## config.mk

```make
export PLATFORM = sky130hd
export DESIGN_NAME = pipelined_add_sub_flat
export DESIGN_NICKNAME = d
export VERILOG_FILES = /design/src/rtl/pipelined_add_sub_if.sv /design/src/rtl/pipelined_add_sub.sv /design/src/flat_wrapper.sv
export SDC_FILE = /design/constraint.sdc
export NUM_CORES = 1
export LEC_CHECK = 0
export ABC_CLOCK_PERIOD_IN_PS = 7000
export CAP_MARGIN = 10
export CORE_MARGIN = 1
export CORE_UTILIZATION = 55
export CTS_CLUSTER_DIAMETER = 80
export DETAILED_ROUTE_END_ITERATION = 7
export PLACE_DENSITY_LB_ADDON = 0.25
export SYNTH_ARGS = -nofsm -noshare
export SYNTH_HDL_FRONTEND = slang
export SYNTH_SLANG_ARGS = --single-unit
```

## constraint.sdc

```tcl
create_clock -name clk -period 7 [get_ports clk]
set_clock_uncertainty 0.1 [all_clocks]
set_input_delay 2.1 -clock clk [delete_from_list [all_inputs] [get_ports clk]]
set_output_delay 2.1 -clock clk [all_outputs]
set_load 0.03 [all_outputs]
```

## src/rtl/pipelined_add_sub_if.sv

```systemverilog
// Operand/result handshake bus for pipelined_add_sub.
// The slave side belongs to the adder and the master side to its user.
interface pipelined_add_sub_if #(
    parameter int unsigned WIDTH = 32
);
    logic             in_valid;
    logic             in_ready;
    logic [WIDTH-1:0] in_a;
    logic [WIDTH-1:0] in_b;
    logic             in_sub;
    logic             out_valid;
    logic             out_ready;
    logic [WIDTH-1:0] out_sum;
    logic             out_carry;
    logic             out_ovf;
    logic             out_zero;

    modport slave (
        input  in_valid, in_a, in_b, in_sub, out_ready,
        output in_ready, out_valid, out_sum, out_carry, out_ovf, out_zero
    );

    modport master (
        output in_valid, in_a, in_b, in_sub, out_ready,
        input  in_ready, out_valid, out_sum, out_carry, out_ovf, out_zero
    );
endinterface

```

## src/rtl/pipelined_add_sub.sv

```systemverilog
// Pipelined carry-lookahead adder/subtractor with valid/ready flow control.
// Stage k resolves one WIDTH/STAGES-bit segment and registers its carry for stage k+1.
module pipelined_add_sub #(
    parameter int unsigned WIDTH  = 32,
    parameter int unsigned STAGES = 2
) (
    input logic               clk,
    input logic               rst_n,
    pipelined_add_sub_if.slave bus
);

    localparam int unsigned SEG  = WIDTH / STAGES;
    localparam int unsigned NGRP = SEG / 4;

    if (STAGES == 0 || (WIDTH % STAGES) != 0 || (SEG % 4) != 0) begin : g_param_err
        $error("pipelined_add_sub: WIDTH/STAGES must be a non-zero multiple of 4");
    end

    // One segment: 4-bit P/G groups, group carries formed in parallel from cin.
    // Returns {carry_out, sum}.
    function automatic logic [SEG:0] cla_seg(input logic [SEG-1:0] a,
                                             input logic [SEG-1:0] b,
                                             input logic           cin);
        logic [SEG-1:0]  p;
        logic [SEG-1:0]  g;
        logic [SEG-1:0]  s;
        logic [NGRP-1:0] gp;
        logic [NGRP-1:0] gg;
        logic [NGRP:0]   gc;
        logic [3:0]      bc;
        logic            term;
        p = a ^ b;
        g = a & b;
        for (int i = 0; i < NGRP; i++) begin
            gp[i] = &p[4*i +: 4];
            gg[i] = g[4*i+3] | (p[4*i+3] & g[4*i+2]) | (p[4*i+3] & p[4*i+2] & g[4*i+1])
                  | (p[4*i+3] & p[4*i+2] & p[4*i+1] & g[4*i]);
        end
        gc[0] = cin;
        for (int i = 0; i < NGRP; i++) begin
            gc[i+1] = cin;
            for (int j = 0; j <= i; j++) gc[i+1] = gc[i+1] & gp[j];
            for (int j = 0; j <= i; j++) begin
                term = gg[j];
                for (int k = j + 1; k <= i; k++) term = term & gp[k];
                gc[i+1] = gc[i+1] | term;
            end
        end
        s = '0;
        for (int i = 0; i < NGRP; i++) begin
            bc[0] = gc[i];
            bc[1] = g[4*i] | (p[4*i] & gc[i]);
            bc[2] = g[4*i+1] | (p[4*i+1] & g[4*i]) | (p[4*i+1] & p[4*i] & gc[i]);
            bc[3] = g[4*i+2] | (p[4*i+2] & g[4*i+1]) | (p[4*i+2] & p[4*i+1] & g[4*i])
                  | (p[4*i+2] & p[4*i+1] & p[4*i] & gc[i]);
            s[4*i +: 4] = p[4*i +: 4] ^ bc;
        end
        return {gc[NGRP], s};
    endfunction

    // rdy_w[s] is the readiness of the register fed by segment s.
    logic [STAGES:0] rdy_w;

    assign rdy_w[STAGES] = bus.out_ready;
    assign bus.in_ready  = rdy_w[0];

    for (genvar s = 0; s < STAGES; s++) begin : g_seg
        localparam int unsigned Lo = s * SEG;
        localparam int unsigned Hi = Lo + SEG;

        logic [WIDTH-1:Lo] src_a;
        logic [WIDTH-1:Lo] src_b;
        logic              cin;
        logic              v_in;
        logic [SEG:0]      res;
        logic [Hi-1:0]     sum_d;
        logic [Hi-1:0]     sum_q;
        logic              c_q;
        logic              v_q;

        if (s == 0) begin : g_src
            // B is inverted here so later stages only ever add.
            assign src_a = bus.in_a;
            assign src_b = bus.in_b ^ {WIDTH{bus.in_sub}};
            assign cin   = bus.in_sub;
            assign v_in  = bus.in_valid;
            assign sum_d = res[SEG-1:0];
        end else begin : g_src
            assign src_a = g_seg[s-1].g_ops.a_q;
            assign src_b = g_seg[s-1].g_ops.b_q;
            assign cin   = g_seg[s-1].c_q;
            assign v_in  = g_seg[s-1].v_q;
            assign sum_d = {res[SEG-1:0], g_seg[s-1].sum_q};
        end

        assign res      = cla_seg(src_a[Hi-1:Lo], src_b[Hi-1:Lo], cin);
        assign rdy_w[s] = !v_q | rdy_w[s+1];

        always_ff @(posedge clk or negedge rst_n) begin
            if (!rst_n) begin
                v_q   <= 1'b0;
                c_q   <= 1'b0;
                sum_q <= '0;
            end else if (rdy_w[s]) begin
                v_q <= v_in;
                if (v_in) begin
                    c_q   <= res[SEG];
                    sum_q <= sum_d;
                end
            end
        end

        if (s < STAGES - 1) begin : g_ops
            // Unprocessed upper operand bits ride along with their own beat.
            logic [WIDTH-1:Hi] a_q;
            logic [WIDTH-1:Hi] b_q;

            always_ff @(posedge clk or negedge rst_n) begin
                if (!rst_n) begin
                    a_q <= '0;
                    b_q <= '0;
                end else if (rdy_w[s] && v_in) begin
                    a_q <= src_a[WIDTH-1:Hi];
                    b_q <= src_b[WIDTH-1:Hi];
                end
            end
        end

        if (s == STAGES - 1) begin : g_out
            logic ovf_d;
            logic ovf_q;
            logic zero_d;
            logic zero_q;

            // Carry into the MSB is recovered from the MSB sum bit.
            assign ovf_d  = src_a[WIDTH-1] ^ src_b[WIDTH-1] ^ res[SEG-1] ^ res[SEG];
            assign zero_d = ~|sum_d;

            always_ff @(posedge clk or negedge rst_n) begin
                if (!rst_n) begin
                    ovf_q  <= 1'b0;
                    zero_q <= 1'b0;
                end else if (rdy_w[s] && v_in) begin
                    ovf_q  <= ovf_d;
                    zero_q <= zero_d;
                end
            end

            assign bus.out_valid = v_q;
            assign bus.out_sum   = sum_q;
            assign bus.out_carry = c_q;
            assign bus.out_ovf   = ovf_q;
            assign bus.out_zero  = zero_q;
        end
    end

endmodule

```

## src/flat_wrapper.sv

```systemverilog
// flat-port wrapper written by rule: the top's interface ports become plain ports
module pipelined_add_sub_flat 
#(
    parameter int unsigned WIDTH  = 32,
    parameter int unsigned STAGES = 2
)
  (clk, rst_n, bus_in_valid, bus_in_a, bus_in_b, bus_in_sub, bus_out_ready, bus_in_ready, bus_out_valid, bus_out_sum, bus_out_carry, bus_out_ovf, bus_out_zero);
  pipelined_add_sub_if #(.WIDTH(WIDTH)) bus_i ();
  input logic clk;
  input logic rst_n;
  input wire logic [$bits(bus_i.in_valid)-1:0] bus_in_valid;
  input wire logic [$bits(bus_i.in_a)-1:0] bus_in_a;
  input wire logic [$bits(bus_i.in_b)-1:0] bus_in_b;
  input wire logic [$bits(bus_i.in_sub)-1:0] bus_in_sub;
  input wire logic [$bits(bus_i.out_ready)-1:0] bus_out_ready;
  output wire logic [$bits(bus_i.in_ready)-1:0] bus_in_ready;
  output wire logic [$bits(bus_i.out_valid)-1:0] bus_out_valid;
  output wire logic [$bits(bus_i.out_sum)-1:0] bus_out_sum;
  output wire logic [$bits(bus_i.out_carry)-1:0] bus_out_carry;
  output wire logic [$bits(bus_i.out_ovf)-1:0] bus_out_ovf;
  output wire logic [$bits(bus_i.out_zero)-1:0] bus_out_zero;
  assign bus_i.in_valid = bus_in_valid;
  assign bus_i.in_a = bus_in_a;
  assign bus_i.in_b = bus_in_b;
  assign bus_i.in_sub = bus_in_sub;
  assign bus_i.out_ready = bus_out_ready;
  assign bus_in_ready = bus_i.in_ready;
  assign bus_out_valid = bus_i.out_valid;
  assign bus_out_sum = bus_i.out_sum;
  assign bus_out_carry = bus_i.out_carry;
  assign bus_out_ovf = bus_i.out_ovf;
  assign bus_out_zero = bus_i.out_zero;
  pipelined_add_sub #(.WIDTH(WIDTH), .STAGES(STAGES)) u_core (.clk(clk), .rst_n(rst_n), .bus(bus_i));
endmodule
```

==> metrics.cfg <==
[logic_synthesis]
seq_area_frac_synth=0.443
synth_top_area_share=0.443
synth.most_common_cell=nand2_1
syn_area_sq_um=4860
yosysTopAreaCell=dfrtp_1
netlist_instances=499
synthTopCellsByCount=nand2_1 (113), dfrtp_1 (86), ha_1 (32), o21ai_0 (28), xnor2_1 (27)
synth_area_leaders=dfrtp_1 (44%), nand2_1 (8.7%), ha_1 (8.2%)
synth-edff-count=0
synth_cell_type_count=45
ys_seq_elements=86
ys_async_sr_fraction=1.00
syn-num-nets=607
syn_avg_cell_area_sq_um=9.73
synth-warning-count=0
synth_flop_cell=dfrtp_1

[layout]
utilization=0.734
final_nets=706
drive_gt1_frac=0.0615
area_delta_synth_final_pct=26.7
insertedDiodeCount=0

[sta]
max_slew_margin=0.303
worst_slack_ps=1280
rsz0062_at_grt=false
worst_hold_slack_ps=379
final.setup.tns_ps=0
worst_pin_slew_ps=1050
finalMaxSlewViolations=0
period_minus_slack_ps=5720
fmax_mhz=175
hold_viol_final=0
finalSetupViolCount=0
fin_crit_sh=0.817

[clock_tree]
cts_buffers=9
post_cts_buffers=0
cts_resized=0
clk_pin_slew_ps=70
cts_hold_buf=0
cts_tree=yes
clock-root-buffer=clkbuf_8
clk_latency_ps=350
cts.path.max_buffers=2
cts.sinks=86
cts_htree_levels=3

[critical_path]
timing.critical_path.buf_inv=2
slowest_stage=clkdlybuf4s50_1
r2r_end=u_core.bus.out_zero
rrSetupSlack_ps=3080
cp.arrival_ps=3520
cpMostUsedCell=clkdlybuf4s50_1
r2r_start=u_core.g_seg[0].g_ops.b_q[21]
cp_max_fo=4
crit_type=in -> out
max_stage_delay_ps=730
start_kind=input pin
crit_chain=clkdlybuf4s50_1, nand3b_1, clkdlybuf4s50_1
r2r_cells=12
crit_family=buffers and inverters
cp_data_required_time_ps=4800
end_kind=output port

[floorplanning]
die_area_sq_um=9210
io_pins=106
die_height_microns=96.0
rows=33
coreArea_sq_um=8380
start_util=0.579
die_x_microns=96.0

[power_and_ir_drop]
power.leakage_nw=2.76
vdd_ir_drop_max_mv=0.116
powerDensity_nw_per_um2=307

[global_route]
grt_usage=0.262
antenna_found_initial=0
use_met2=0.427
busiest_layer=met2
grt_pass1_vias=3784
grt_max_degree=87
grt_pass1_wl_mm=18.0
grt_overflow=0
use_met3=0.0466
grt_util_met1=0.352

[job]
cap_violations=0

[hold_path]
whs_path_depth=2
min_path_type=reg -> reg
min_from=u_core.bus.out_sum[14]
min_to=u_core.bus.out_sum[14]

[route]
drt-initial-drc-count=163
vias=3878
dr.pass1.iters=4
avgRoutedWirePerCell_microns=15.7
totalWireLength_mm=11.1
ant_nets=0
post_drt_via_cell_ratio=5.49
drc=0

[placement]
gp_congestion=0.903
dp_hpwl_mm=8.46
place_ws_ps=1300
portBuffers=105

[outcome]
status=complete, no violations

-- flip-flops by register name, summed over array words and instances (netlist names) --
signal	flops
u_core.bus.out_sum	32
u_core.g_seg.g_ops.a_q	16
u_core.g_seg.g_ops.b_q	16
u_core.g_seg.sum_q	16
u_core.bus.out_carry	1
u_core.bus.out_ovf	1
u_core.bus.out_valid	1
u_core.bus.out_zero	1
u_core.g_seg.c_q	1
u_core.g_seg.v_q	1
-- cell families after synthesis --
group / share of synthesized area
flip-flops: 0.443
XOR/XNOR: 0.0956
AO/OA/AOI/OAI: 0.126
adder cells (fa/ha/maj): 0.111
multiplexers: 0.0412
AND/OR/NAND/NOR: 0.155
buffers and inverters: 0.0270
-- worst min-delay path, cell delays in order, from the launching register on --
cell and delay, ps:
dfrtp_1 340, nand2_1 50, nand2_1 60
-- how the worst max path moves through the flow --
stage                        startpoint                         to  slack (ps)  cells after the start
after floorplan              bus_in_sub  u_core.g_seg[0].sum_q[13]        2080                     12
after global placement    bus_out_ready               bus_in_ready        1280                      3
after detailed placement  bus_out_ready               bus_in_ready        1300                      3
after CTS                 bus_out_ready               bus_in_ready        1290                      3
after global routing      bus_out_ready               bus_in_ready        1260                      3
final                     bus_out_ready               bus_in_ready        1280                      3
-- final cells by class --
cell class / instances / area (sq um)
multi-input combinational: 380 / 2580
fill: 608 / 2230
sequential: 86 / 2150
timing repair buffer: 108 / 1070
clock buffer: 11 / 131
tap: 105 / 131
clock inverter: 4 / 48.8
inverter: 13 / 48.8
-- layout by cell type (no fill, tap or decap), drive strengths merged, types with 3 or more instances in the layout --
cell type	synthesis	final
and3	3	3
nor3	4	4
buf	1	5
fa	7	7
nand3	7	7
xor2	26	26
dfrtp	86	86
clkdlybuf4s50	0	103
mux2	16	16
nor2	15	15
xnor2	27	27
clkbuf	19	11
clkinv	0	3
nor4	8	8
a211oi	6	6
nand2	113	113
a21oi	17	17
nand3b	3	3
o21ai	48	48
inv	13	13
ha	32	32
a21o	6	6
o31ai	5	5
and2	3	3
a2111oi	3	3
nand2b	7	7
-- routing by layer --
| metal | vias to the layer above | routed length [microns] |
|---|---|---|
| li1 | 1902 | - |
| met1 | 1822 | 5080 |
| met2 | 133 | 5260 |
| met3 | 21 | 541 |
| met4 | 0 | 222 |
| met5 | - | 0 |
-- stage by stage --
stage                     instances  area [sq um]  power [mW]
after floorplan                 499          4860        1.23
after global placement          692          5970        1.53
after detailed placement        692          5970        1.57
after CTS                       707          6150        1.90
after global routing            707          6150        2.01
final                           707          6150        1.89
-- report_power, final --
| part | internal, mW | switching (mW) |
|---|---|---|
| registers | 0.628 | 0.0950 |
| clock network | 0.163 | 0.169 |
| logic | 0.363 | 0.472 |
| total | 1.15 | 0.736 |
No activity file was read; power rests on OpenSTA's default activity.
